==> config.mk <==
export PLATFORM = sky130hd
export DESIGN_NAME = fft_iter_addr_gen_flat
export DESIGN_NICKNAME = d
export VERILOG_FILES = /design/src/rtl/fft_iter_addr_gen_if.sv /design/src/rtl/fft_iter_addr_gen.sv /design/src/flat_wrapper.sv
export SDC_FILE = /design/constraint.sdc
export NUM_CORES = 1
export LEC_CHECK = 0
export CAP_MARGIN = 20
export CORE_ASPECT_RATIO = 2
export CORE_MARGIN = 3
export CORE_UTILIZATION = 32
export CTS_CLUSTER_DIAMETER = 150
export DETAILED_ROUTE_END_ITERATION = 10
export GPL_ROUTABILITY_DRIVEN = 0
export HOLD_SLACK_MARGIN = 0.05
export PLACE_DENSITY = 0.54
export RECOVER_POWER = 50
export SKIP_CTS_REPAIR_TIMING = 1
export SLEW_MARGIN = 20
export SYNTH_ARGS = -nofsm -noshare
export SYNTH_HDL_FRONTEND = slang
export SYNTH_SLANG_ARGS = --single-unit
==> constraint.sdc <==
create_clock -name CLK -period 3.5 [get_ports CLK]
set_clock_uncertainty 0.2 [all_clocks]
set_input_delay 0.525 -clock CLK [delete_from_list [all_inputs] [get_ports CLK]]
set_output_delay 0.525 -clock CLK [all_outputs]
set_load 0.05 [all_outputs]
==> src/rtl/fft_iter_addr_gen_if.sv <==
// Strobe and address bundle between the iterative FFT control unit and its address generator.
interface fft_iter_addr_gen_if #(
   parameter int LayWL  = 3,
   parameter int ButtWL = 4,
   parameter int AddrWL = 5
);
   logic              EN;
   logic              ADDR_RST;
   logic              ADDR_EN;
   logic              LAY_EN;
   logic [AddrWL-1:0] ADDR_A;
   logic [AddrWL-1:0] ADDR_B;
   logic [ButtWL-1:0] TW_ADDR;
   logic [LayWL-1:0]  LAY_NUM;
   logic              CYCLE_END;

   modport master (
      output EN, ADDR_RST, ADDR_EN, LAY_EN,
      input  ADDR_A, ADDR_B, TW_ADDR, LAY_NUM, CYCLE_END
   );

   modport slave (
      input  EN, ADDR_RST, ADDR_EN, LAY_EN,
      output ADDR_A, ADDR_B, TW_ADDR, LAY_NUM, CYCLE_END
   );
endinterface

==> src/rtl/fft_iter_addr_gen.sv <==
// In-place radix-2 DIT address generator: butterfly/layer counters feeding registered
// RAM pair addresses, twiddle index and an end-of-transform pulse.
module fft_iter_addr_gen #(
   parameter int LAYERS      = 5,
   parameter int BUTTERFLYES = 16,
   parameter int LayWL       = 3,
   parameter int ButtWL      = 4,
   parameter int AddrWL      = 5
) (
   input  logic                CLK,
   input  logic                RST,
   fft_iter_addr_gen_if.slave  bus
);

   logic [ButtWL-1:0] b_p0;
   logic [LayWL-1:0]  l_p0;
   logic              end_vld_p0;

   logic [AddrWL-1:0] addr_a_p1;
   logic [AddrWL-1:0] addr_b_p1;
   logic [ButtWL-1:0] tw_addr_p1;
   logic [LayWL-1:0]  lay_num_p1;
   logic              cycle_end_p1;

   logic [AddrWL-1:0] half_c;
   logic [AddrWL-1:0] pos_c;
   logic [AddrWL-1:0] grp_c;
   logic [AddrWL-1:0] a_c;
   logic [AddrWL-1:0] b_c;
   logic [ButtWL-1:0] tw_c;
   logic              last_b_c;
   logic              last_l_c;

   // Split b into (group, position-in-group) around the layer's span and re-interleave.
   always_comb begin
      half_c = AddrWL'(1) << l_p0;
      pos_c  = AddrWL'(b_p0) & (half_c - AddrWL'(1));
      grp_c  = AddrWL'(b_p0) >> l_p0;
      a_c    = (grp_c << (l_p0 + LayWL'(1))) | pos_c;
      b_c    = a_c + half_c;
      tw_c   = ButtWL'(pos_c << (LayWL'(LAYERS - 1) - l_p0));
   end

   assign last_b_c = (b_p0 == ButtWL'(BUTTERFLYES - 1));
   assign last_l_c = (l_p0 >= LayWL'(LAYERS - 1));

   // Stage p0: butterfly/layer counters and the pending end-of-transform flag.
   always_ff @(posedge CLK or negedge RST) begin
      if (!RST) begin
         b_p0       <= '0;
         l_p0       <= '0;
         end_vld_p0 <= 1'b0;
      end else if (bus.EN) begin
         if (bus.ADDR_RST) begin
            b_p0       <= '0;
            l_p0       <= '0;
            end_vld_p0 <= 1'b0;
         end else begin
            if (bus.ADDR_EN)
               b_p0 <= last_b_c ? '0 : b_p0 + ButtWL'(1);
            if (bus.LAY_EN)
               l_p0 <= last_l_c ? '0 : l_p0 + LayWL'(1);
            end_vld_p0 <= bus.ADDR_EN && last_b_c && (l_p0 == LayWL'(LAYERS - 1));
         end
      end
   end

   // Stage p1: registered addresses, layer number and end pulse.
   always_ff @(posedge CLK or negedge RST) begin
      if (!RST) begin
         addr_a_p1    <= '0;
         addr_b_p1    <= '0;
         tw_addr_p1   <= '0;
         lay_num_p1   <= '0;
         cycle_end_p1 <= 1'b0;
      end else if (bus.EN) begin
         if (bus.ADDR_RST) begin
            addr_a_p1    <= '0;
            addr_b_p1    <= '0;
            tw_addr_p1   <= '0;
            lay_num_p1   <= '0;
            cycle_end_p1 <= 1'b0;
         end else begin
            addr_a_p1    <= a_c;
            addr_b_p1    <= b_c;
            tw_addr_p1   <= tw_c;
            lay_num_p1   <= l_p0;
            cycle_end_p1 <= end_vld_p0;
         end
      end
   end

   assign bus.ADDR_A    = addr_a_p1;
   assign bus.ADDR_B    = addr_b_p1;
   assign bus.TW_ADDR   = tw_addr_p1;
   assign bus.LAY_NUM   = lay_num_p1;
   assign bus.CYCLE_END = cycle_end_p1;

endmodule

==> src/flat_wrapper.sv <==
// flat-port wrapper written by rule: the top's interface ports become plain ports
module fft_iter_addr_gen_flat 
#(
   parameter int LAYERS      = 5,
   parameter int BUTTERFLYES = 16,
   parameter int LayWL       = 3,
   parameter int ButtWL      = 4,
   parameter int AddrWL      = 5
)
  (CLK, RST, bus_EN, bus_ADDR_RST, bus_ADDR_EN, bus_LAY_EN, bus_ADDR_A, bus_ADDR_B, bus_TW_ADDR, bus_LAY_NUM, bus_CYCLE_END);
  fft_iter_addr_gen_if #(.LayWL(LayWL), .ButtWL(ButtWL), .AddrWL(AddrWL)) bus_i ();
  input  logic CLK;
  input  logic RST;
  input wire logic [$bits(bus_i.EN)-1:0] bus_EN;
  input wire logic [$bits(bus_i.ADDR_RST)-1:0] bus_ADDR_RST;
  input wire logic [$bits(bus_i.ADDR_EN)-1:0] bus_ADDR_EN;
  input wire logic [$bits(bus_i.LAY_EN)-1:0] bus_LAY_EN;
  output wire logic [$bits(bus_i.ADDR_A)-1:0] bus_ADDR_A;
  output wire logic [$bits(bus_i.ADDR_B)-1:0] bus_ADDR_B;
  output wire logic [$bits(bus_i.TW_ADDR)-1:0] bus_TW_ADDR;
  output wire logic [$bits(bus_i.LAY_NUM)-1:0] bus_LAY_NUM;
  output wire logic [$bits(bus_i.CYCLE_END)-1:0] bus_CYCLE_END;
  assign bus_i.EN = bus_EN;
  assign bus_i.ADDR_RST = bus_ADDR_RST;
  assign bus_i.ADDR_EN = bus_ADDR_EN;
  assign bus_i.LAY_EN = bus_LAY_EN;
  assign bus_ADDR_A = bus_i.ADDR_A;
  assign bus_ADDR_B = bus_i.ADDR_B;
  assign bus_TW_ADDR = bus_i.TW_ADDR;
  assign bus_LAY_NUM = bus_i.LAY_NUM;
  assign bus_CYCLE_END = bus_i.CYCLE_END;
  fft_iter_addr_gen #(.LAYERS(LAYERS), .BUTTERFLYES(BUTTERFLYES), .LayWL(LayWL), .ButtWL(ButtWL), .AddrWL(AddrWL)) u_core (.CLK(CLK), .RST(RST), .bus(bus_i));
endmodule
Word level (Yosys, flattened, before mapping)
Cells that the tools add are included.
{"block": "word_totals", "regBits": 26, "in_bits": 6, "output_inout_bits": 18}
{"block": "op_classes", "n_addsub": 5, "magnitude_cmp": 1, "n_eq_ne": 2, "shift": 4, "muxes": 12, "n_bitwise": 2, "reduce_logical": 6}
{"cell": "two-way mux 4 bit", "count": 4}
{"cell": "two-way mux 3 bit", "count": 4}
{"cell": "two-way mux 5 bit", "count": 2}
{"cell": "adder 5 bit", "count": 1}
{"cell": "AND 4 x 5 -> 5 bit", "count": 1}
{"cell": "OR 5 bit", "count": 1}
{"cell": "left shift 1 x 3 -> 5 bit, first input constant", "count": 1}
{"cell": "left shift 5 x 3 -> 4 bit", "count": 1}
{"cell": "left shift 5 x 3 -> 5 bit", "count": 1}
{"cell": "right shift 4 x 3 -> 5 bit", "count": 1}
{"cell": "subtractor 5 x 1 -> 5 bit, second input constant", "count": 1}
{"cell": "adder 4 x 1 -> 4 bit, second input constant", "count": 1}
{"cell": "equality test 4 bit, second input constant", "count": 1}
{"cell": "AND reduction 2 bit", "count": 2}
{"cell": "nonzero test 2 bit", "count": 2}
{"cell": "adder 3 x 1 -> 3 bit, second input constant", "count": 1}
{"cell": "equality test 3 bit, second input constant", "count": 1}
{"cell": ">= comparator 3 bit, second input constant", "count": 1}
{"cell": "subtractor 3 bit, first input constant", "count": 1}
{"cell": "logical AND 1 bit", "count": 2}
{"cell": "two-way mux 1 bit", "count": 2}

Longest topological paths before layout
Gate-level depths: netlist of run 1.
{"block": "logic_depth", "word_depth": 6, "mapped_depth": 13, "ltp_nobuf": 12}

Worst setup path after synthesis of run 1
OpenSTA, ideal clock, no wires.
{"block": "synth_timing", "path_kind": "flip-flop to flip-flop", "startpoint": "register u_core.l_p0[0]", "endpoint": "register u_core.addr_b_p1[4] (netlist: u_core.bus.ADDR_B[4])", "setup_ns": 0.121, "arrival_time_ns": 2.717, "path_slack_ns": 0.462, "stages_incl_launch_ff": 13, "path_cell_list": "dfrtp_1 > ha_1 > ha_1 > nand2_1 > nor2_1 > a31o_1 > ha_1 > fa_1 > a21o_1 > a21oi_1 > xor2_1 > xnor2_1 > a22o_1"}
{"block": "synth_via", "elab_chain_len": 6, "elab_cells_between_ends": 9, "classes_between": "add/sub: 3; shift: 3; mux: 1; bitwise: 2"}
{"item": "start, declared", "line": "fft_iter_addr_gen.sv:16", "source": "logic [LayWL-1:0] l_p0;"}
{"item": "start signal, assigned", "line": "fft_iter_addr_gen.sv:62", "source": "l_p0 <= last_l_c ? '0 : l_p0 + LayWL'(1);"}
{"item": "left shift 1 x 3 -> 5 bit", "line": "fft_iter_addr_gen.sv:36", "source": "half_c = AddrWL'(1) << l_p0;"}
{"item": "subtractor 5 x 1 -> 5 bit", "line": "fft_iter_addr_gen.sv:37", "source": "pos_c = AddrWL'(b_p0) & (half_c - AddrWL'(1));"}
{"item": "AND 4 x 5 -> 5 bit", "line": "fft_iter_addr_gen.sv:37"}
{"item": "OR 5 bit", "line": "fft_iter_addr_gen.sv:39", "source": "a_c = (grp_c << (l_p0 + LayWL'(1))) | pos_c;"}
{"item": "adder 5 bit (*)", "line": "fft_iter_addr_gen.sv:40", "source": "b_c = a_c + half_c;"}
{"item": "two-way mux 5 bit (*)", "line": "fft_iter_addr_gen.sv:77", "source": "if (bus.ADDR_RST) begin"}
{"item": "end signal, assigned", "line": "fft_iter_addr_gen.sv:72", "source": "addr_b_p1 <= '0;"}
{"item": "end signal, assigned", "line": "fft_iter_addr_gen.sv:79", "source": "addr_b_p1 <= '0;"}
{"item": "end signal, assigned", "line": "fft_iter_addr_gen.sv:85", "source": "addr_b_p1 <= b_c;"}
{"item": "end, declared", "line": "fft_iter_addr_gen.sv:20", "source": "logic [AddrWL-1:0] addr_b_p1;"}
Every way passes the cells marked *; elsewhere a longest branch is shown, timed or not.
A chain may end at the register's enable or synchronous reset.

Worst setup path in the final report of run 1
{"block": "layout_timing", "startpoint": "register u_core.l_p0[1]", "endpoint": "register u_core.addr_b_p1[4] (netlist: u_core.bus.ADDR_B[4])"}
The elaborated chain is that of the path after synthesis.

==> reports/summary.log, run 1 <==
[sta] worst max-slew margin expressed relative to the limit 1.514%
[sta] Min Clock Period, post-route 3.264 ns
[sta] Max Clock Freq 0.3063 GHz
[clocking] number of sinks on the clock net 26
[logic_synthesis] average instance area after synthesis 9.747 sq um
[die] number of rows created at floorplan 35
[sta] Slew Limit Fails 0
[setup_path] highest fanout seen on the critical path 13
[logic_synthesis] Seq/Total Area, Yosys 41.20%
[logic_synthesis] number of distinct library cells after synthesis 40
[global_route] total overflow reported by the global router 0
[die] total I/O pin count 24
[clocking] TritonCTS clock tree built
[global_route] wire length of the first global-routing pass 6.975 mm
[die] Die Span X 55.67 um
[pwr] maximum vdd ir drop 217.8 uV
[setup_path] Worst Setup Start Kind flip-flop
[min_path] worst hold stages 2
[setup_path] arrival time of data at the critical path endpoint 3.24 ns
[pwr] P_leak 0.8889 nW
[route] DRC violations left 0
[setup_path] Crit Path Class flip-flop to flip-flop
[setup_path] number of cell instances on the worst register-to-register path 12
[global_route] antenna violations before repair 0
[global_route] largest net degree at the start of global routing 27
[logic_synthesis] cell area after technology mapping 1579 sq um
[cells_and_area] count of filler cells inserted in the layout 466
[pwr] PwrDens 408.0 nW/um^2
[route] number of DRC violations after detailed-routing iteration 0 55
[route] count of vias placed by the detailed router 1345
[sta] Final setup violation count 0
[logic_synthesis] Yosys warnings 0
[place] setup slack at placement 0.2170 ns
[place] count of input and output buffers 23
[die] Std-Cell Core Area 4686 sq um
[die] die area 5864 sq um
[run_status] run status finished, final reports clean
[sta] post-route setup slack 0.2356 ns
[sta] share of the cycle needed by the critical path after routing 93.27%
[route] Avg WL per Cell 16.49 um
[route] final WL 4.023 mm
[route] post-detailed-route count of antenna-violating nets 0
[sta] worst-margin pin slew 1.477 ns
[cells_and_area] Antenna Diode Count 0
[setup_path] startpoint of the worst register-to-register path u_core.l_p0[1]$_DFFE_PN0P_
[flow_run] max cap viols 0
[logic_synthesis] Post-Syn Instances 162
[cells_and_area] Area Overhead vs Synth 23.22%
[place] Post-DP HPWL 3.023 mm
[clocking] Clock H-tree levels 1
[clocking] clock slew at reported path FFs 0.09 ns
[sta] Fin Setup TNS 0 ns
[clocking] clock tree root buffer cell sky130_fd_sc_hd__clkbuf_8
[setup_path] FF-to-FF setup slack 0.24 ns
[die] die span in y 105.3 um
[setup_path] critical path endpoint category flip-flop
[min_path] launch instance of the worst min-delay path u_core.bus.LAY_NUM[0]$_DFFE_PN0P_
[sta] RSZ-0062 raised after global routing false
[cells_and_area] commonest non-fill, non-tap cell in the layout sky130_fd_sc_hd__dfrtp_1
[clocking] buffers from clock root to sink, at most 2
[route] via count normalized by instance count 5.512
[global_route] Tot GR Track Use 14.92%
[cells_and_area] commonest cells after routing, fill and taps aside sky130_fd_sc_hd__dfrtp_1 (24), sky130_fd_sc_hd__clkdlybuf4s50_1 (16), sky130_fd_sc_hd__nand2_1 (14)
[setup_path] endpoint of the worst-slack reg-to-reg timing path u_core.bus.ADDR_B[4]$_DFFE_PN0P_
[setup_path] required time at the worst-slack endpoint 3.47 ns
[logic_synthesis] synthesized flop and latch total 26
[route] number of detailed-routing iterations run before antenna repair 4
[logic_synthesis] number of nets produced by synthesis 181
[cells_and_area] fraction of layout cells with a size suffix above 1 8.995%
[min_path] worst hold-check path type flip-flop to flip-flop
[sta] final count of hold timing violations 0
[die] starting utilization of the core area 33.70%
[clocking] clock latency of the later-clocked register in the worst-skew pair 0.28 ns
[min_path] Hold Path End u_core.bus.LAY_NUM[0]$_DFFE_PN0P_
[clocking] TritonCTS Buffers 3
[global_route] number of global-route vias before repair 1428
[cells_and_area] fin nets 209
flip-flops by register name, indices dropped and copies added (netlist names):
name	flops
u_core.b_p0	4
u_core.bus.ADDR_A	5
u_core.bus.ADDR_B	5
u_core.bus.CYCLE_END	1
u_core.bus.LAY_NUM	3
u_core.bus.TW_ADDR	4
u_core.end_vld_p0	1
u_core.l_p0	3
power breakdown:
group          switching, W  internal [W]
clock              0.000100      0.000101
combinational      0.000156     0.0000933
sequential        0.0000219      0.000321
layer usage:
layer  global-route usage (%)  wire length, um
met1                    15.64             1448
met2                    27.54             2271
met3                    1.593              141
met4                    9.043              162
met5                        0                0
through the flow:
step / total power (W) / utilization, % / hold slack (ns) / instance area (sq um) / std cells
finish: 0.0007938 / 41.52 / 0.2930 / 1946 / 244
CTS: 0.0008101 / 41.63 / 0.3070 / 1951 / 244
floorplan: 0.0005198 / - / 0.02941 / 1579 / 162
detailed placement: 0.0006019 / 40.45 / 0.2845 / 1896 / 240
global placement: 0.0005973 / 40.45 / 0.2694 / 1896 / 240
global route: 0.0008409 / 41.52 / 0.3344 / 1946 / 244
cell families (layout without fill, tap and decap cells):
group / count (synthesis) / in the layout / synth area share, %
muxes: 4 / 4 / 2.694
xor gates and xnor gates: 6 / 6 / 3.329
adders and majority gates: 13 / 13 / 10.78
buffers and inverters: 17 / 44 / 4.834
and+or+nand+nor: 39 / 39 / 11.97
AOI/OAI and AO/OA: 57 / 57 / 25.20
DFF: 26 / 26 / 41.20
cell usage after synthesis:
cell type / number / area [sq um]
sky130_fd_sc_hd__nand2_1: 14 / 52.55
sky130_fd_sc_hd__ha_1: 12 / 150.1
sky130_fd_sc_hd__nor3_1: 1 / 5.000
sky130_fd_sc_hd__nand3b_1: 2 / 15.01
sky130_fd_sc_hd__o2bb2ai_1: 2 / 17.52
sky130_fd_sc_hd__o21ba_1: 1 / 10.01
sky130_fd_sc_hd__xnor2_1: 3 / 26.28
sky130_fd_sc_hd__o21ai_1: 6 / 30.03
sky130_fd_sc_hd__a311oi_2: 1 / 15.01
sky130_fd_sc_hd__o211ai_1: 2 / 15.01
sky130_fd_sc_hd__or3_1: 1 / 6.260
sky130_fd_sc_hd__xor2_1: 3 / 26.28
sky130_fd_sc_hd__a31oi_1: 3 / 18.77
sky130_fd_sc_hd__o41a_1: 1 / 11.26
sky130_fd_sc_hd__a21o_1: 3 / 22.52
sky130_fd_sc_hd__nor2_1: 9 / 33.78
sky130_fd_sc_hd__o21ai_0: 11 / 55.05
sky130_fd_sc_hd__buf_6: 1 / 11.26
sky130_fd_sc_hd__inv_2: 2 / 7.510
sky130_fd_sc_hd__o21a_1: 1 / 7.510
sky130_fd_sc_hd__o31ai_1: 5 / 37.54
sky130_fd_sc_hd__mux2_1: 1 / 11.26
sky130_fd_sc_hd__dfrtp_1: 26 / 650.6
sky130_fd_sc_hd__nor2b_1: 5 / 31.28
sky130_fd_sc_hd__a32oi_1: 1 / 8.760
sky130_fd_sc_hd__fa_1: 1 / 20.02
sky130_fd_sc_hd__buf_4: 1 / 7.510
sky130_fd_sc_hd__o32ai_1: 2 / 17.52
sky130_fd_sc_hd__nand3_1: 4 / 20.02
sky130_fd_sc_hd__inv_1: 7 / 26.28
sky130_fd_sc_hd__and2_1: 1 / 6.260
sky130_fd_sc_hd__a22o_1: 10 / 87.58
sky130_fd_sc_hd__buf_2: 1 / 5.000
sky130_fd_sc_hd__a21oi_1: 7 / 35.03
sky130_fd_sc_hd__a31o_1: 1 / 8.760
sky130_fd_sc_hd__clkbuf_1: 5 / 18.77
sky130_fd_sc_hd__mux2i_1: 2 / 20.02
sky130_fd_sc_hd__nand4b_1: 1 / 8.760
sky130_fd_sc_hd__nand3_2: 1 / 10.01
sky130_fd_sc_hd__mux2_2: 1 / 11.26
layout make-up:
cell class                 count  area [sq um]  share of cell area, %
tap                           55         68.82                  3.537
clock buffer                   4         55.05                  2.830
sequential                    26         653.1                  33.57
timing repair buffer          31         282.8                  14.53
multi-input combinational    119         852.1                  43.79
inverter                       9         33.78                  1.736
worst max-delay path: stages (launching register included):
cell and delay [ns]:
sky130_fd_sc_hd__dfrtp_2 0.50, sky130_fd_sc_hd__ha_1 0.21, sky130_fd_sc_hd__ha_1 0.35, sky130_fd_sc_hd__nand2_1 0.16, sky130_fd_sc_hd__nor2_1 0.06, sky130_fd_sc_hd__a31o_1 0.24, sky130_fd_sc_hd__ha_1 0.22, sky130_fd_sc_hd__fa_1 0.40
sky130_fd_sc_hd__a21o_1 0.19, sky130_fd_sc_hd__a21oi_1 0.17, sky130_fd_sc_hd__xor2_1 0.19, sky130_fd_sc_hd__xnor2_1 0.08, sky130_fd_sc_hd__a22o_1 0.20
how the worst max path moves through the flow:
stage,start,endpoint
detailed placement,u_core.l_p0[1]$_DFFE_PN0P_,u_core.bus.ADDR_B[4]$_DFFE_PN0P_
finish,u_core.l_p0[1]$_DFFE_PN0P_,u_core.bus.ADDR_B[4]$_DFFE_PN0P_
floorplan,u_core.l_p0[0]$_DFFE_PN0P_,u_core.bus.ADDR_B[4]$_DFFE_PN0P_
global placement,u_core.l_p0[1]$_DFFE_PN0P_,u_core.bus.ADDR_B[4]$_DFFE_PN0P_
global route,u_core.l_p0[1]$_DFFE_PN0P_,u_core.bus.ADDR_B[4]$_DFFE_PN0P_
CTS,u_core.l_p0[1]$_DFFE_PN0P_,u_core.bus.ADDR_B[4]$_DFFE_PN0P_
Power figures use the tool's default switching activity.
==> run 2: changes to the inputs <==
--- a/config.mk
+++ b/config.mk
@@ -5,6 +5,7 @@
 export SDC_FILE = /design/constraint.sdc
 export NUM_CORES = 1
 export LEC_CHECK = 0
+export ABC_CLOCK_PERIOD_IN_PS = 3500
 export CAP_MARGIN = 20
 export CORE_ASPECT_RATIO = 2
 export CORE_MARGIN = 3
@@ -15,6 +16,8 @@
 export HOLD_SLACK_MARGIN = 0.05
 export PLACE_DENSITY = 0.54
 export RECOVER_POWER = 50
+export REMOVE_ABC_BUFFERS = 1
+export SETUP_SLACK_MARGIN = 0.1
 export SKIP_CTS_REPAIR_TIMING = 1
 export SLEW_MARGIN = 20
 export SYNTH_ARGS = -nofsm -noshare
==> reports/summary.log, run 2 (synthesis gave the netlist of run 1 again) <==
[place] cell total after placement 243 [was 240]
[route] via count normalized by instance count 5.462 [was 5.512]
[setup_path] Worst Setup Start Kind flip-flop [unchanged]
[min_path] worst hold-check path type flip-flop to flip-flop [unchanged]
[route] Avg WL per Cell 16.92 um [was 16.49 um]
[cells_and_area] total area of multi-input combinational cells 852.1 sq um [unchanged]
[route] number of detailed-routing iterations run before antenna repair 4 [unchanged]
[clocking] clock slew at reported path FFs 0.09 ns [about the same]
[setup_path] arrival time of data at the critical path endpoint 3.14 ns [was 3.24 ns]
[die] starting utilization of the core area 33.70% [unchanged]
[sta] Fin Setup TNS 0 ns [unchanged]
[sta] post-route setup slack 0.3266 ns [was 0.2356 ns]
[cells_and_area] final cell area excluding filler cells 1978 sq um [was 1946 sq um]
[place] Post-DP HPWL 3.187 mm [was 3.023 mm]
[cells_and_area] Antenna Diode Count 0 [unchanged]
[cells_and_area] fin nets 212 [was 209]
[clocking] TritonCTS Buffers 3 [unchanged]
[sta] Slew Limit Fails 0 [unchanged]
[route] number of DRC violations after detailed-routing iteration 0 51 [was 55]
[pwr] P_leak 0.8947 nW [was 0.8889 nW]
[clocking] Clock H-tree levels 1 [unchanged]
[place] count of input and output buffers 23 [unchanged]
[sta] worst max-slew margin expressed relative to the limit 4.679% [was 1.514%]
[cells_and_area] count of filler cells inserted in the layout 457 [was 466]
[pwr] PwrDens 429.1 nW/um^2 [was 408.0 nW/um^2]
[cells_and_area] fraction of layout cells with a size suffix above 1 8.854% [was 8.995%]
[clocking] clock latency of the later-clocked register in the worst-skew pair 0.27 ns [was 0.28 ns]
[die] die span in y 105.3 um [unchanged]
[clocking] number of sinks on the clock net 26 [unchanged]
[cells_and_area] commonest cells after routing, fill and taps aside sky130_fd_sc_hd__dfrtp_1 (26), sky130_fd_sc_hd__clkdlybuf4s50_1 (20), sky130_fd_sc_hd__nand2_1 (14) [was sky130_fd_sc_hd__dfrtp_1 (24), sky130_fd_sc_hd__clkdlybuf4s50_1 (16), sky130_fd_sc_hd__nand2_1 (14)]
[die] Die Span X 55.67 um [unchanged]
[global_route] wire length of the first global-routing pass 7.065 mm [was 6.975 mm]
[sta] Final setup violation count 0 [unchanged]
[route] count of vias placed by the detailed router 1349 [was 1345]
[pwr] post-layout total power 0.0008487 W [was 0.0007938 W]
[setup_path] Crit Path Class flip-flop to flip-flop [unchanged]
[setup_path] highest fanout seen on the critical path 4 [was 13]
[route] post-detailed-route count of antenna-violating nets 0 [unchanged]
[die] number of rows created at floorplan 35 [unchanged]
[die] die area 5864 sq um [unchanged]
[sta] Max Clock Freq 0.3151 GHz [was 0.3063 GHz]
[place] setup slack at placement 0.3543 ns [was 0.2170 ns]
[clocking] clock tree root buffer cell sky130_fd_sc_hd__clkbuf_8 [unchanged]
[sta] share of the cycle needed by the critical path after routing 90.67% [was 93.27%]
[setup_path] required time at the worst-slack endpoint 3.47 ns [about the same]
[sta] worst-margin pin slew 1.430 ns [was 1.477 ns]
[clocking] buffers from clock root to sink, at most 2 [unchanged]
[global_route] total overflow reported by the global router 0 [unchanged]
[flow_run] max cap viols 0 [unchanged]
[global_route] antenna violations before repair 0 [unchanged]
[route] DRC violations left 0 [unchanged]
[cells_and_area] Sequential cell area 650.6 sq um [was 653.1 sq um]
[cells_and_area] Area Overhead vs Synth 25.28% [was 23.22%]
[sta] RSZ-0062 raised after global routing false [unchanged]
[clocking] TritonCTS clock tree built [unchanged]
[cells_and_area] Post-Layout Cell Count 247 [was 244]
[pwr] maximum vdd ir drop 304.1 uV [was 217.8 uV]
[global_route] Tot GR Track Use 15.38% [was 14.92%]
[die] total I/O pin count 24 [unchanged]
[sta] Min Clock Period, post-route 3.173 ns [was 3.264 ns]
[sta] final count of hold timing violations 0 [unchanged]
[setup_path] critical path endpoint category flip-flop [unchanged]
[die] Std-Cell Core Area 4686 sq um [unchanged]
[route] final WL 4.180 mm [was 4.023 mm]
[global_route] largest net degree at the start of global routing 27 [unchanged]
[global_route] number of global-route vias before repair 1413 [was 1428]
[cells_and_area] commonest non-fill, non-tap cell in the layout sky130_fd_sc_hd__dfrtp_1 [unchanged]
[run_status] run status finished, final reports clean [unchanged]
[place] area of placed instances 1918 sq um [was 1896 sq um]
==> run 2: cell types whose count changed in the layout (fill, tap and decap cells not counted) <==
cell                              change
sky130_fd_sc_hd__dfrtp_2              -2
sky130_fd_sc_hd__o21ai_1              -1
sky130_fd_sc_hd__clkbuf_8             -1
sky130_fd_sc_hd__clkbuf_1             +1
sky130_fd_sc_hd__o21ai_0              +1
sky130_fd_sc_hd__dlygate4sd3_1        -4
sky130_fd_sc_hd__dfrtp_1              +2
sky130_fd_sc_hd__clkdlybuf4s50_1      +4
sky130_fd_sc_hd__buf_4                +2
sky130_fd_sc_hd__bufinv_16            +1
==> run 2: stage by stage <==
stage / util (%) / hold slack [ns]
after detailed placement: 40.93 / 0.2684
after CTS: 42.46 / 0.2926
after global placement: 40.93 / 0.2718
after global routing: 42.22 / 0.3257
after floorplan: - / 0.02941
final: 42.22 / 0.2879
==> run 2: worst paths after layout <==
kind                                                         from                                end  slack (ns)  depth (start not counted)
min in group asynchronous                                     RST   u_core.bus.CYCLE_END$_DFFE_PN0P_        0.91                          2
worst max register to register         u_core.l_p0[0]$_DFFE_PN0P_   u_core.bus.ADDR_B[4]$_DFFE_PN0P_        0.33                         12
worst max-delay path                   u_core.l_p0[0]$_DFFE_PN0P_   u_core.bus.ADDR_B[4]$_DFFE_PN0P_        0.33                         12
max in group asynchronous                                     RST         u_core.l_p0[0]$_DFFE_PN0P_        1.36                          2
worst min register to register  u_core.bus.LAY_NUM[1]$_DFFE_PN0P_  u_core.bus.LAY_NUM[1]$_DFFE_PN0P_        0.29                          2
worst min-delay path            u_core.bus.LAY_NUM[1]$_DFFE_PN0P_  u_core.bus.LAY_NUM[1]$_DFFE_PN0P_        0.29                          2
==> run 2: power breakdown <==
| part | switching [W] | internal (W) | leakage (nW) | total [W] |
|---|---|---|---|---|
| registers | 0.0000169 | 0.000321 | 0.357 | 0.000338 |
| logic | 0.000165 | 0.0000978 | 0.502 | 0.000262 |
| clock network | 0.0000957 | 0.000153 | 0.0357 | 0.000249 |
==> run 2: critical path, cell delays in order (launching register included) <==
cell	delay, ns
sky130_fd_sc_hd__dfrtp_1	0.41
sky130_fd_sc_hd__ha_1	0.21
sky130_fd_sc_hd__ha_1	0.34
sky130_fd_sc_hd__nand2_1	0.17
sky130_fd_sc_hd__nor2_1	0.06
sky130_fd_sc_hd__a31o_1	0.23
sky130_fd_sc_hd__ha_1	0.23
sky130_fd_sc_hd__fa_1	0.40
sky130_fd_sc_hd__a21o_1	0.20
sky130_fd_sc_hd__a21oi_1	0.17
sky130_fd_sc_hd__xor2_1	0.19
sky130_fd_sc_hd__xnor2_1	0.08
sky130_fd_sc_hd__a22o_1	0.20
==> run 2: per-layer routing <==
layer / routed length, um / vias to the layer above / GRT usage, %
li1: - / 651 / -
met1: 1571 / 652 / 16.82
met2: 2343 / 40 / 29.49
met3: 188 / 6 / 1.471
met4: 76 / 0 / 5.739
met5: 0 / - / 0
==> run 2: area by class of cell <==
| type | count | share of cell area [%] |
|---|---|---|
| multi-input combinational | 119 | 43.07 |
| timing repair buffer | 34 | 15.24 |
| tap | 55 | 3.479 |
| clock buffer | 3 | 2.087 |
| sequential | 26 | 32.89 |
| inverter | 9 | 1.708 |
| clock inverter | 1 | 1.518 |
==> RTL edit 1: new RTL, config.mk and constraints of run 2 <==
`AddrWL` is set to 5 in 3 places; all go to 3.
--- a/src/rtl/fft_iter_addr_gen_if.sv
+++ b/src/rtl/fft_iter_addr_gen_if.sv
@@ -2,7 +2,7 @@
 interface fft_iter_addr_gen_if #(
    parameter int LayWL  = 3,
    parameter int ButtWL = 4,
-   parameter int AddrWL = 5
+   parameter int AddrWL = 3
 );
    logic              EN;
    logic              ADDR_RST;
--- a/src/rtl/fft_iter_addr_gen.sv
+++ b/src/rtl/fft_iter_addr_gen.sv
@@ -5,7 +5,7 @@
    parameter int BUTTERFLYES = 16,
    parameter int LayWL       = 3,
    parameter int ButtWL      = 4,
-   parameter int AddrWL      = 5
+   parameter int AddrWL      = 3
 ) (
    input  logic                CLK,
    input  logic                RST,
--- a/src/flat_wrapper.sv
+++ b/src/flat_wrapper.sv
@@ -5,7 +5,7 @@
    parameter int BUTTERFLYES = 16,
    parameter int LayWL       = 3,
    parameter int ButtWL      = 4,
-   parameter int AddrWL      = 5
+   parameter int AddrWL      = 3
 )
   (CLK, RST, bus_EN, bus_ADDR_RST, bus_ADDR_EN, bus_LAY_EN, bus_ADDR_A, bus_ADDR_B, bus_TW_ADDR, bus_LAY_NUM, bus_CYCLE_END);
   fft_iter_addr_gen_if #(.LayWL(LayWL), .ButtWL(ButtWL), .AddrWL(AddrWL)) bus_i ();
Interface: changed (resized bus_ADDR_A and bus_ADDR_B); port bits go from 24 to 20. No check against the original RTL was run, so the function may have changed too.
==> RTL edit 1 against run 2 <==
- cell area down 20%
- hold slack better by 0.0059 ns
- area after synthesis decreased by 18%
- largest power group unchanged
- synthesized cell count shrank 18%
- setup slack better by 0.018 ns
- sequential cell count shrank 4
- power fell by 16%
- sequential power down 14%
- largest cell class unchanged
- wire length shrank 21%
==> RTL edit 1: results <==
metrics = {
    "status": {
        "outcome": "finished, final reports clean",
    },
    "placed_design": {
        "dp_hpwl_mm": 2.406,
        "dp_cells": 199,
        "place_ws_ns": 0.3740,
        "portBuffers": 19,
        "dpl_cell_area_sq_mm": 0.001531,
    },
    "global_route": {
        "grt_max_degree": 23,
        "grt_first_pass_wirelength_mm": 5.540,
        "track_usage": 0.1540,
        "antenna_found_initial": 0,
    },
    "critical_path": {
        "slowest_stage": "dfrtp_1",
        "cp_data_arrival_time_ns": 3.13,
        "crit_path_max_incr_delay_ns": 0.49,
        "path_max_fanout": 9,
        "crit_type": "flip-flop to flip-flop",
    },
    "clock_network": {
        "clk_pin_slew_ns": 0.08,
        "cts_max_level": 1,
        "numCtsBuffers": 3,
        "clock_path_buffers": 2,
        "clkLatencyLatePin_ns": 0.27,
    },
    "yosys": {
        "ys_warn_count": 0,
        "synthTopCellsByArea": "dfrtp_1 43%, ha_1 8.7%, nand3_1 3.5%, nand2_1 3.2%, o21ai_1 3.1%",
        "ys_seq_area_frac": 0.4268,
        "yosys.cell_types.count": 41,
        "synthCells": 133,
        "netlist_top_cells_count": "22 x dfrtp_1, 11 x nand2_1, 10 x inv_1",
    },
    "finish": {
        "nFillCells": 393,
        "final_nets": 170,
        "diodes": 0,
        "drive_above_1_share": 0.05882,
    },
    "route": {
        "vias": 1082,
        "first_iter_violations": 16,
        "drt-total-wl_mm": 3.286,
        "vias_per_cell": 5.304,
    },
    "timing": {
        "relSlewSlack": 0.1877,
    },
    "power": {
        "power.leakage_uw": 0.0006523,
        "vdd_drop_max_uv": 313.0,
    },
}
## RTL edit 1: path summary, 6_finish.rpt
kind                                         from                    to  cells after the start  slack, ns
worst max register to register     u_core.l_p0[1]  u_core.bus.ADDR_B[2]                     10       0.34
min in group asynchronous                     RST  u_core.bus.ADDR_B[1]                      2       0.83
worst min register to register  u_core.end_vld_p0     u_core.end_vld_p0                      1       0.29
worst min-delay path            u_core.end_vld_p0     u_core.end_vld_p0                      1       0.29
max in group asynchronous                     RST  u_core.bus.ADDR_A[1]                      2       1.55
worst max-delay path               u_core.l_p0[1]  u_core.bus.ADDR_B[2]                     10       0.34
## RTL edit 1: routing by layer
metal | wire, microns | track usage
met2 | 1817 | 0.2806
met4 | 108 | 0.09438
met1 | 1284 | 0.1667
met3 | 75 | 0.01550
met5 | 0 | 0
## RTL edit 1: logic make-up (layout without fill, tap and decap cells)
kind of cell,count (synthesis),count (layout),share of synthesized area
XOR/XNOR,2,2,0.01358
AND/OR/NAND/NOR,39,39,0.1639
adder cells (fa/ha/maj),10,10,0.1028
AO/OA/AOI/OAI,42,42,0.2338
buffers and inverters,18,38,0.05916
flip-flops,22,22,0.4268
## RTL edit 1: layout make-up
class	instances	area [sq um]	area share
Multi-Input combinational cell	93	663.1	0.4180
Sequential cell	22	550.5	0.3470
Timing Repair Buffer	23	212.7	0.1341
Tap cell	51	63.81	0.04022
Clock buffer	4	55.05	0.03470
Inverter	11	41.29	0.02603
## RTL edit 1: where the power goes
part / switching (uW) / internal (uW) / leakage, uW
clock: 88.6 / 100 / 0.0000288
sequential: 18.5 / 274 / 0.000301
combinational: 145 / 87.3 / 0.000323
total: 253 / 462 / 0.000652
==> RTL edit 2: new RTL, config.mk and constraints of run 2 <==
Without the edit above. Reset style: synchronous (`RST`), changed in 2 clocked blocks.
--- a/src/rtl/fft_iter_addr_gen.sv
+++ b/src/rtl/fft_iter_addr_gen.sv
@@ -45,7 +45,7 @@
    assign last_l_c = (l_p0 >= LayWL'(LAYERS - 1));
 
    // Stage p0: butterfly/layer counters and the pending end-of-transform flag.
-   always_ff @(posedge CLK or negedge RST) begin
+   always_ff @(posedge CLK) begin
       if (!RST) begin
          b_p0       <= '0;
          l_p0       <= '0;
@@ -66,7 +66,7 @@
    end
 
    // Stage p1: registered addresses, layer number and end pulse.
-   always_ff @(posedge CLK or negedge RST) begin
+   always_ff @(posedge CLK) begin
       if (!RST) begin
          addr_a_p1    <= '0;
          addr_b_p1    <= '0;
Check against the original RTL: differs if RST is asserted again (counterexample within 4 cycles, from zero or initial values and one cycle with RST low); with RST held inactive, the same outputs for 10 cycles.
==> RTL edit 2 against run 2 <==
- setup slack improved by 0.085 ns
- cell area fell by 0.82%
- area after synthesis increased by 3.6%
- hold slack got worse by 0.018 ns
- non-clock buffer count shrank 5
- maximum frequency up 2.8%
- wire length increased by 5.8%
- sequential cell count unchanged
- critical path type unchanged
- critical endpoint is now u_core.bus.ADDR_B[4]
Power is not compared: it rests on default switching activity, and its combinational part moved more than twofold at a synthesized area within 25%.
==> RTL edit 2: results <==
metrics = {
    "global_route": {
        "grt_pass1_vias": 1450,
        "track_usage": 0.1549,
        "antenna_found_initial": 0,
        "grt_max_degree": 23,
        "grt_first_pass_wirelength_mm": 7.272,
    },
    "finish": {
        "drive_above_1_share": 0.07870,
        "diodes": 0,
        "final_nets": 237,
        "fin_cells": 273,
    },
    "route": {
        "first_iter_violations": 35,
        "wl_met1_mm": 1.643,
        "wl_met3_microns": 137,
        "drt_pre_antenna_iters": 4,
        "met2WireLength_mm": 2.438,
        "wl_per_cell_microns": 16.20,
        "vias_per_cell": 5.308,
        "route.top_layer_used": "met4",
    },
    "critical_path": {
        "worstReg2RegStart": "u_core.l_p0[2]",
        "path_delay_family": "adder cells",
        "crit_path_max_incr_delay_ns": 0.52,
        "cp_data_arrival_time_ns": 3.06,
        "slowest_stage": "dfxtp_1",
        "path_max_fanout": 8,
        "start_kind": "flip-flop",
    },
    "flow_run": {
        "maxCapViolCount": 0,
    },
    "clock_network": {
        "cts_max_level": 1,
        "cts-root-buf": "clkbuf_8",
        "clk_pin_slew_ns": 0.10,
        "clkLatencyLatePin_ns": 0.28,
        "clock_path_buffers": 2,
        "numCtsBuffers": 3,
    },
    "status": {
        "outcome": "finished, final reports clean",
    },
    "hold_path": {
        "min_from": "u_core.bus.ADDR_B[3]",
        "hold_path_class": "flip-flop to flip-flop",
    },
    "yosys": {
        "netlist_top_cells_count": "26 x dfxtp_1, 19 x nand2_1, 15 x nor2_1",
        "ys_warn_count": 0,
        "ys_seq_area_frac": 0.3183,
        "synth_mux_area_frac": 0.006121,
        "async_reset_ff_frac": 0,
        "synth_fa_ha_area_frac": 0.1117,
        "synthXorXnorAreaFrac": 0.04820,
        "synthTopCellsByArea": "dfxtp_1 32%, ha_1 9.9%, nand2_1 4.4%, a21oi_1 4.0%, nor2_1 3.4%",
        "synthCells": 197,
        "yosys.cell_types.count": 46,
        "synth_edf_count": 0,
        "synth_compound_area_frac": 0.2379,
    },
    "timing": {
        "relSlewSlack": 0.5500,
        "tns_ns": 0,
        "hold_violations": 0,
    },
    "power": {
        "vdd_drop_max_uv": 227.0,
        "power.leakage_uw": 0.0008058,
    },
    "placed_design": {
        "dpl_cell_area_sq_mm": 0.001906,
        "place_ws_ns": 0.3231,
        "dp_hpwl_mm": 3.325,
        "portBuffers": 23,
    },
}
-- RTL edit 2: cell types whose count changed after synthesis, sizes merged, moves of 7 or more --
cell	run 2	this run
a22oi	0	7
dfxtp	0	26
o21ai	17	10
dfrtp	26	0
a22o	10	0
-- RTL edit 2: final cells by class --
type                    count  area, sq um
repair buffers             29        275.3
fillers                   527         2948
clock buffers               4        55.05
flip-flops and latches     26        521.8
well taps                  57        71.32
inverters                  11        41.29
multi-input cells         146        997.2
-- RTL edit 2: per-layer routing --
layer  vias up  global-route usage
met5         -                   0
met4         0             0.08149
met3        15             0.02048
met2        33              0.2930
met1       673              0.1579
li1        728                   -
-- RTL edit 2: cell families after synthesis --
kind of cell	Yosys count
mux	1
fa+ha+maj	14
flops	26
buf+inv	25
compound gates	55
simple gates	67
xor+xnor	9
-- RTL edit 2: tightest hold or removal path, delay by kind of cell (launching register included) --
| family | cells | cell delay [ns] |
|---|---|---|
| AOI/OAI and AO/OA | 1 | 0.05 |
| DFF | 1 | 0.32 |
| and+or+nand+nor | 1 | 0.06 |
-- RTL edit 2: path summary, 6_finish.rpt --
| path | to | cells after the start | slack, ns |
|---|---|---|---|
| max reg2reg | u_core.bus.ADDR_B[4] | 11 | 0.41 |
| min reg2reg | u_core.bus.ADDR_B[3] | 2 | 0.27 |
| min | u_core.bus.ADDR_B[3] | 2 | 0.27 |
| max | u_core.bus.ADDR_B[4] | 11 | 0.41 |
-- RTL edit 2: report_power, final --
group          total (uW)  internal [uW]  switching, uW  leakage, uW
combinational        77.2           29.1           48.2     0.000567
clock                 206            101            105    0.0000288
sequential            303            299           4.62     0.000210
total                 587            429            158     0.000806
